## src/rtl/instr_adder_pkg.sv

```systemverilog
// Shared definitions for the instrumented-adder measurement controller.
//  - state_t      : controller FSM states
//  - DEF_*        : default widths for operands, edge count, gate and settle fields
//  - SYNC_FLUSH   : extra settle cycles needed to flush the ring-oscillator synchroniser
package instr_adder_pkg;

    typedef enum logic [1:0] {
        ST_IDLE    = 2'd0,
        ST_SETTLE  = 2'd1,
        ST_MEASURE = 2'd2,
        ST_DONE    = 2'd3
    } state_t;

    localparam int DEF_WIDTH  = 32;
    localparam int DEF_CNT_W  = 32;
    localparam int DEF_GATE_W = 16;
    localparam int DEF_SET_W  = 8;
    localparam int SYNC_FLUSH = 2;

endpackage

```

## src/rtl/ring_edge_counter.sv

```systemverilog
// Counts rising edges of an asynchronous ring-oscillator tap.
// Ports:
//  clk_i       system clock
//  rst_i       synchronous active-high reset (clears synchroniser, count, overflow)
//  osc_i       asynchronous oscillator tap
//  clr_i       synchronous clear of count and overflow (wins over en_i)
//  en_i        count enable; a detected rising edge increments only while high
//  count_o     saturating edge count
//  overflow_o  sticky: an edge arrived while the count was already saturated
// Toggling faster than clk_i/2 aliases in the synchroniser and is not detected.
module ring_edge_counter
    import instr_adder_pkg::*;
#(
    parameter int CNT_W = DEF_CNT_W
) (
    input  logic             clk_i,
    input  logic             rst_i,
    input  logic             osc_i,
    input  logic             clr_i,
    input  logic             en_i,
    output logic [CNT_W-1:0] count_o,
    output logic             overflow_o
);

    logic             sync1_q;
    logic             sync2_q;
    logic             prev_q;
    logic [CNT_W-1:0] count_q;
    logic [CNT_W-1:0] count_d;
    logic             ovf_q;
    logic             ovf_d;
    logic             rise;

    // Stage 1/2 resolve metastability; stage 3 holds the previous synchronised level.
    always_ff @(posedge clk_i) begin
        if (rst_i) begin
            sync1_q <= 1'b0;
            sync2_q <= 1'b0;
            prev_q  <= 1'b0;
            count_q <= '0;
            ovf_q   <= 1'b0;
        end else begin
            sync1_q <= osc_i;
            sync2_q <= sync1_q;
            prev_q  <= sync2_q;
            count_q <= count_d;
            ovf_q   <= ovf_d;
        end
    end

    always_comb begin
        rise    = sync2_q & ~prev_q;
        count_d = count_q;
        ovf_d   = ovf_q;
        if (clr_i) begin
            count_d = '0;
            ovf_d   = 1'b0;
        end else if (en_i && rise) begin
            // Saturate rather than wrap; the lost edge is flagged instead.
            if (&count_q) begin
                ovf_d = 1'b1;
            end else begin
                count_d = count_q + CNT_W'(1);
            end
        end
    end

    assign count_o    = count_q;
    assign overflow_o = ovf_q;

endmodule

```

## src/rtl/instr_adder_measure_ctrl.sv

```systemverilog
// Host-side driver for the instrumented ripple adder. On an accepted start it
// latches an operand pair, enables the adder ring oscillator, waits a settle
// window, counts oscillator edges over a gate window and returns the count on a
// valid/ready result port.
// Ports:
//  wb_clk_i / wb_rst_i       clock, synchronous active-high reset
//  start_i                   one-cycle start pulse, honoured only in IDLE
//  a_i, b_i                  operands captured on accepted start
//  settle_cycles_i (S)       settle length; settle phase lasts S+2 cycles
//  gate_cycles_i   (G)       measure length in cycles (0 allowed)
//  ring_osc_i                asynchronous oscillator tap
//  a_o, b_o                  registered operands to the adder (held in IDLE)
//  ring_en_o                 oscillator enable, high through SETTLE and MEASURE
//  busy_o                    high whenever not IDLE
//  res_valid_o/res_ready_i   result handshake
//  res_count_o               saturating rising-edge count
//  res_overflow_o            count saturated during the window
module instr_adder_measure_ctrl
    import instr_adder_pkg::*;
#(
    parameter int WIDTH  = DEF_WIDTH,
    parameter int CNT_W  = DEF_CNT_W,
    parameter int GATE_W = DEF_GATE_W,
    parameter int SET_W  = DEF_SET_W
) (
    input  logic              wb_clk_i,
    input  logic              wb_rst_i,
    input  logic              start_i,
    input  logic [WIDTH-1:0]  a_i,
    input  logic [WIDTH-1:0]  b_i,
    input  logic [SET_W-1:0]  settle_cycles_i,
    input  logic [GATE_W-1:0] gate_cycles_i,
    input  logic              ring_osc_i,
    output logic [WIDTH-1:0]  a_o,
    output logic [WIDTH-1:0]  b_o,
    output logic              ring_en_o,
    output logic              busy_o,
    output logic              res_valid_o,
    input  logic              res_ready_i,
    output logic [CNT_W-1:0]  res_count_o,
    output logic              res_overflow_o
);

    // One timer serves both phases; it must hold S+SYNC_FLUSH-1 and G-1.
    localparam int TMR_W = (SET_W + 1 > GATE_W) ? SET_W + 1 : GATE_W;

    state_t            state_q;
    state_t            state_d;
    logic [WIDTH-1:0]  a_q;
    logic [WIDTH-1:0]  a_d;
    logic [WIDTH-1:0]  b_q;
    logic [WIDTH-1:0]  b_d;
    logic [GATE_W-1:0] gate_q;
    logic [GATE_W-1:0] gate_d;
    logic [TMR_W-1:0]  timer_q;
    logic [TMR_W-1:0]  timer_d;
    logic              ring_en_q;
    logic              ring_en_d;
    logic              res_valid_q;
    logic              res_valid_d;
    logic              cnt_clr;
    logic              cnt_en;

    always_ff @(posedge wb_clk_i) begin
        if (wb_rst_i) begin
            state_q     <= ST_IDLE;
            a_q         <= '0;
            b_q         <= '0;
            gate_q      <= '0;
            timer_q     <= '0;
            ring_en_q   <= 1'b0;
            res_valid_q <= 1'b0;
        end else begin
            state_q     <= state_d;
            a_q         <= a_d;
            b_q         <= b_d;
            gate_q      <= gate_d;
            timer_q     <= timer_d;
            ring_en_q   <= ring_en_d;
            res_valid_q <= res_valid_d;
        end
    end

    always_comb begin
        state_d     = state_q;
        a_d         = a_q;
        b_d         = b_q;
        gate_d      = gate_q;
        timer_d     = timer_q;
        ring_en_d   = ring_en_q;
        res_valid_d = res_valid_q;
        cnt_clr     = 1'b0;
        cnt_en      = 1'b0;

        unique case (state_q)
            ST_IDLE: begin
                if (start_i) begin
                    a_d       = a_i;
                    b_d       = b_i;
                    gate_d    = gate_cycles_i;
                    // Counts down to zero inclusive: S+SYNC_FLUSH settle cycles.
                    timer_d   = TMR_W'(settle_cycles_i) + TMR_W'(SYNC_FLUSH - 1);
                    ring_en_d = 1'b1;
                    state_d   = ST_SETTLE;
                end
            end

            ST_SETTLE: begin
                if (timer_q == '0) begin
                    // Edges seen during settling are discarded here.
                    cnt_clr = 1'b1;
                    if (gate_q == '0) begin
                        ring_en_d = 1'b0;
                        state_d   = ST_DONE;
                    end else begin
                        timer_d = TMR_W'(gate_q) - TMR_W'(1);
                        state_d = ST_MEASURE;
                    end
                end else begin
                    timer_d = timer_q - TMR_W'(1);
                end
            end

            ST_MEASURE: begin
                cnt_en = 1'b1;
                if (timer_q == '0) begin
                    ring_en_d = 1'b0;
                    state_d   = ST_DONE;
                end else begin
                    timer_d = timer_q - TMR_W'(1);
                end
            end

            ST_DONE: begin
                // Valid rises one cycle after entry, so a consumer already holding
                // ready still sees at least one valid cycle. start_i is ignored here.
                if (!res_valid_q) begin
                    res_valid_d = 1'b1;
                end else if (res_ready_i) begin
                    res_valid_d = 1'b0;
                    cnt_clr     = 1'b1;
                    state_d     = ST_IDLE;
                end
            end

            default: begin
                state_d = ST_IDLE;
            end
        endcase
    end

    ring_edge_counter #(
        .CNT_W(CNT_W)
    ) u_counter (
        .clk_i      (wb_clk_i),
        .rst_i      (wb_rst_i),
        .osc_i      (ring_osc_i),
        .clr_i      (cnt_clr),
        .en_i       (cnt_en),
        .count_o    (res_count_o),
        .overflow_o (res_overflow_o)
    );

    assign a_o         = a_q;
    assign b_o         = b_q;
    assign ring_en_o   = ring_en_q;
    assign busy_o      = (state_q != ST_IDLE);
    assign res_valid_o = res_valid_q;

endmodule
```

## config.mk

```make
export PLATFORM = sky130hd
export DESIGN_NAME = instr_adder_measure_ctrl
export DESIGN_NICKNAME = d
export VERILOG_FILES = /design/src/rtl/instr_adder_pkg.sv /design/src/rtl/ring_edge_counter.sv /design/src/rtl/instr_adder_measure_ctrl.sv
export SDC_FILE = /design/constraint.sdc
export NUM_CORES = 1
export LEC_CHECK = 0
export ABC_AREA = 0
export CAP_MARGIN = 20
export CORE_MARGIN = 2
export CORE_UTILIZATION = 45
export CTS_BUF_LIST = sky130_fd_sc_hd__clkbuf_4 sky130_fd_sc_hd__clkbuf_8
export DETAILED_ROUTE_END_ITERATION = 16
export HOLD_SLACK_MARGIN = 0.02
export PLACE_DENSITY = 0.88
export SLEW_MARGIN = 5
export SYNTH_ARGS = -nofsm -noshare
export SYNTH_HDL_FRONTEND = slang
export SYNTH_SLANG_ARGS = --single-unit
```

## constraint.sdc

```tcl
create_clock -name wb_clk_i -period 3.9 [get_ports wb_clk_i]
set_input_delay 1.17 -clock wb_clk_i [delete_from_list [all_inputs] [get_ports wb_clk_i]]
set_output_delay 1.17 -clock wb_clk_i [all_outputs]
set_load 0.005 [all_outputs]
```

==> results of run 1 <==
-- power by group through the flow --
stage | Sequential [mW] | Clock [mW] | Combinational, mW
6_report | 1.78 | 1.01 | 2.07
5_1_grt | 1.81 | 1.09 | 2.29
4_1_cts | 1.78 | 1.04 | 2.06
3_5_place_dp | 1.82 | 0 | 2.05
3_3_place_gp | 1.80 | 0 | 2.00
2_1_floorplan | 1.80 | 0 | 1.34
-- through the flow --
| stage | hold slack [ns] | worst slack (ns) | cell area [sq um] | util (%) | total power [mW] |
|---|---|---|---|---|---|
| after floorplan | 0.414 | 1.60 | 6140 | - | 3.13 |
| after global placement | 0.429 | 0.792 | 8200 | 61.7 | 3.80 |
| after detailed placement | 0.442 | 0.750 | 8200 | 61.7 | 3.86 |
| after CTS | 0.455 | 0.852 | 8530 | 64.2 | 4.88 |
| after global routing | 0.467 | 0.759 | 8540 | 64.2 | 5.20 |
| final | 0.448 | 0.891 | 8540 | 64.2 | 4.86 |
-- sequential cells by signal, summed over array words and instances (netlist names) --
name                  flops
b_o                      32
u_counter.overflow_o      1
ring_en_o                 1
gate_q                   16
res_valid_o               1
state_q                   2
u_counter.count_o        32
a_o                      32
timer_q                  16
u_counter.prev_q          1
u_counter.sync2_q         1
u_counter.sync1_q         1
-- cell families after synthesis --
group,share of synthesized area (%)
simple gates,27.5
compound gates,15.0
flops,44.3
buf+inv,3.46
xor+xnor,7.42
fa+ha+maj,2.04
mux,0.326
-- synth_stat cells (2+ instances only) --
library cell	n	area [sq um]
nor4_1	6	37.5
buf_2	2	10.0
a31oi_1	3	18.8
a21oi_1	101	505
nor2_1	54	203
nand4b_1	5	43.8
mux2i_1	2	20.0
clkbuf_1	36	135
ha_1	10	125
a211oi_1	2	15.0
nor2b_1	5	31.3
nor4_4	3	63.8
o31a_1	2	17.5
nand2b_1	2	12.5
inv_1	17	63.8
o211ai_1	5	37.5
or3_1	10	62.6
nand2_1	191	717
xor2_1	30	263
nand3_1	29	145
nand4_1	19	119
xnor2_1	22	193
dfxtp_1	136	2720
nand3b_1	2	15.0
o22ai_1	6	37.5
o31ai_1	2	15.0
o32ai_1	2	17.5
nor3b_2	2	25.0
a32o_1	3	30.0
or4_1	3	22.5
o21ai_0	11	55.1
and3_1	9	56.3
o221ai_1	7	61.3
nor3_1	13	65.1
nor3_2	2	20.0
or2_2	2	12.5
-- layer usage --
metal	wire length [um]	vias to the layer above
li1	-	2995
met1	6730	2764
met2	8060	221
met3	1400	27
met4	267	0
met5	0	-
-- cell type report --
| type | instances | area share [%] |
|---|---|---|
| inverter | 17 | 0.747 |
| tap | 176 | 2.58 |
| sequential | 136 | 31.9 |
| clock buffer | 22 | 3.33 |
| timing repair buffer | 198 | 23.3 |
| multi-input combinational | 579 | 37.6 |
| clock inverter | 8 | 0.601 |
-- critical path, delay by kind of cell (launching register included) --
family / cells / cell delay (ns)
DFF: 1 / 0.43
buffers and inverters: 3 / 0.73
adders and majority gates: 1 / 0.24
-- final timing paths --
path / from / end / slack (ns) / depth (start not counted)
hold / removal: u_counter.sync1_q / u_counter.sync2_q / 0.45 / 1
setup reg to reg: timer_q[0] / timer_q[5] / 1.20 / 8
setup / recovery: state_q[1] / busy_o / 0.89 / 4
hold reg to reg: u_counter.sync1_q / u_counter.sync2_q / 0.45 / 1
==> metrics.txt, run 1 <==
Register Area=2720 sq um; DP Cell Count=1,105; largest net degree at the start of global routing=59; leak pwr=3.02 nW; Post-CTS Setup Bufs=0; vias in the first global route=5,803; CTS Buf Count=17; initial antenna violation count=0; GRT busiest layer=met2; Final Hold Viols=0; status=completed; CTS tree=built; GRT Overall Usage=23.0%; Multi-input gate area=3210 sq um; Critical Path Source Type=register; RSZ-0062 raised after global routing=false; Routed WL per cell=14.5 um; Initial DRC Count=483; Area Growth Syn to Fin=39.0%; H-tree depth=4; chip width=121 um; total negative slack=0 ns; # DRC=0; Critical Path AT=1.84 ns; Slew @ Worst Pin=1.00 ns; Slew HR=32.8%; GRT met2 Usage=39.3%; Worst-path clk slew=0.07 ns; CTS Root Cell=clkbuf_8; gpl congestion=0.848; die height=121 um; most frequent cells in the layout=191 x clkdlybuf4s50_1, 190 x nand2_1, 136 x dfxtp_1; Comb pwr share=42.5%; Max Root-Sink Buffers=2; internal power=3.02 mW; number of synthesized flops with an enable pin=0; max incr delay on CP=0.52 ns; fillers=1,117; hold_buf cts=0; n_diodes=0; CP Class=reg -> out; ys flop type=dfxtp_1; Routed WL=16,500 um; Clock power frac=20.8%; fmax=332 MHz; #FFs+latches synth=136; crit-path max FO=6; net load switching power=1.85 mW; CORE AREA=13,300 sq um; drt first pass iters=5; Crit. End Element=primary output; post_cts resized=0; share of cells above drive strength 1=5.63%; total grt overflow=0; first-pass GRT wire length=26,900 um; Placement Rows=42; Initial Util=46.2%; most common cell after layout, fill and taps aside=clkdlybuf4s50_1; Async SR Flop Fraction=0%; Die Area=14,600 sq um; crit-path cells=inv_1, ha_1, inv_1, clkdlybuf4s50_1; met1 GRT Util=26.2%; Sink Count=136; Post-Syn Area=6140 sq um; min-delay worst type=reg -> reg; Gate Count Post-Synth=771; period utilisation layout=77.1%; Switching Share=38.0%; Ys Warns=0; ANT nets after route=0; Vias per Instance=5.29; # setup viols final=0; Cell Pwr Density=569 nW/um^2; IO Count=193; CP max stage cell=clkdlybuf4s50_1; post-synthesis sequential area ratio=44.3%; Critical Path Most Common Cell=inv_1; maximum vdd drop=0.482 mV; crit path time final=3.01 ns; Post-Layout Cell Count=1,136; Skew-Pair Late Insertion Delay=0.44 ns; syn avg cell area=7.96 sq um; Synth cell types=51; Net Count, Synth=874; Post-DP HPWL=11,600 um; Reg power frac=36.7%; routed via count=6,007; GR met3 Demand/Resource=8.73%; Req. time, crit path=2.73 ns; IO Port Bufs=192; final clock skew=0.0105 ns; Max Slew Vio Count=0; Nets=1,052; Max Cap Violations=0
No activity file was read; power rests on OpenSTA's default activity.
==> run 2, diff against run 1 <==
CORE_UTILIZATION = 44   (was 45)
PLACE_DENSITY = 0.89   (was 0.88)
clock period = 2.55 ns   (was 3.9 ns; I/O delays follow)
==> metrics.txt, run 2 (synthesized netlist as in run 1, its figures left out) <==
Critical Path AT=2.68 ns; Max Slew Vio Count=0; Sink Count=136; n_diodes=0; leak pwr=3.15 nW; share of cells above drive strength 1=7.76%; Slew @ Worst Pin=0.638 ns; total negative slack=0 ns; Routed WL per cell=14.4 um; crit path time final=2.31 ns; period utilisation layout=90.5%; IO Count=193; Nets=1,069; hold_buf cts=0; Multi-input gate area=3210 sq um; IO Port Bufs=192; Max Cap Violations=0; CTS Root Cell=clkbuf_8; Area Growth Syn to Fin=42.6%; RSZ-0062 raised after global routing=false; first-pass GRT wire length=27,200 um; DP Cell Count=1,127; total grt overflow=0; Placement Rows=43; vias in the first global route=5,788; Post-Layout Cell Count=1,159; min-delay worst type=reg -> reg; CTS Buf Count=17; Critical Path Source Type=register; Vias per Instance=5.28; Req. time, crit path=2.92 ns; gpl congestion=0.872; Max Root-Sink Buffers=2; fmax=433 MHz; CTS tree=built; most frequent cells in the layout=190 x nand2_1, 190 x clkdlybuf4s50_1, 134 x dfxtp_1; Worst Reg2Reg Path Length in Cells=7; GRT Overall Usage=22.7%; CP Class=reg -> reg; Crit. End Element=register; largest net degree at the start of global routing=64; Post-DP HPWL=12,200 um; ANT nets after route=0; status=completed; initial antenna violation count=0; # setup viols final=0; final clock skew=0.00910 ns; Initial Util=44.6%; crit-path max FO=6; Final Hold Viols=0; Register Area=2730 sq um; drt first pass iters=5; fillers=1,167; CORE AREA=13,800 sq um; Hold Path Depth=1; Skew-Pair Late Insertion Delay=0.44 ns; H-tree depth=4; Routed WL=16,600 um; Initial DRC Count=505; Die Area=14,900 sq um; Cell Pwr Density=898 nW/um^2; # DRC=0; Worst-path clk slew=0.07 ns; die height=122 um; maximum vdd drop=0.612 mV; Slew HR=57.1%; chip width=122 um; routed via count=6,123
[run 2: worst paths after layout]
path	from	end	slack [ns]
worst max register to register	state_q[0]	u_counter.count_o[30]	0.24
worst min register to register	u_counter.sync1_q	u_counter.sync2_q	0.44
worst min-delay path	u_counter.sync1_q	u_counter.sync2_q	0.44
worst max-delay path	state_q[0]	u_counter.count_o[30]	0.24
[run 2: worst max-delay path, cell delays in order (launching register included)]
cell and delay (ns):
dfxtp_2 0.35, inv_1 0.14, ha_1 0.34, nand3b_1 0.15
nor4_1 0.52, nand3_1 0.24, or3_1 0.36, a21oi_1 0.14
[run 2: cell type report]
type,instances,share of cell area [%]
flip-flops and latches,136,31.1
well taps,180,2.57
inverters,17,0.729
multi-input cells,579,36.7
repair buffers,215,24.4
clock inverters,8,1.10
clock buffers,24,3.42
[run 2: what timing repair did]
item | CTS | global route
setup buffers | 0 | 0
gates resized for setup | 3 | 1
endpoints found under the setup margin | 1 | 1
[run 2: power breakdown]
| group | leakage, nW | switching [mW] | total [mW] | internal (mW) |
|---|---|---|---|---|
| Sequential | 1.11 | 0.275 | 2.73 | 2.46 |
| Clock | 0.208 | 0.800 | 1.77 | 0.970 |
| Combinational | 1.83 | 1.79 | 3.36 | 1.56 |
[run 2: routing by layer]
metal	up-vias	GRT usage (%)	share of wire (%)
li1	3043	-	-
met4	0	8.12	1.6
met3	19	8.75	8.6
met2	231	37.6	48
met5	-	0	0
met1	2830	26.7	41
[run 2: stage by stage]
stage / cell area, sq um / power (mW) / hold slack (ns) / worst slack [ns] / util, %
2_1_floorplan: 6140 / 4.79 / 0.414 / 0.431 / -
3_3_place_gp: 8350 / 6.01 / 0.429 / 0.178 / 60.6
3_5_place_dp: 8350 / 6.09 / 0.433 / 0.120 / 60.6
4_1_cts: 8750 / 7.89 / 0.444 / 0.00966 / 63.5
5_1_grt: 8750 / 8.37 / 0.462 / 0.0507 / 63.5
6_report: 8750 / 7.86 / 0.439 / 0.242 / 63.5
==> run 3, diff against run 2 <==
CAP_MARGIN = default   (was 20)
==> results of run 3 <==
Same layout as run 2: the final DEF is identical, and so are final timing and power.
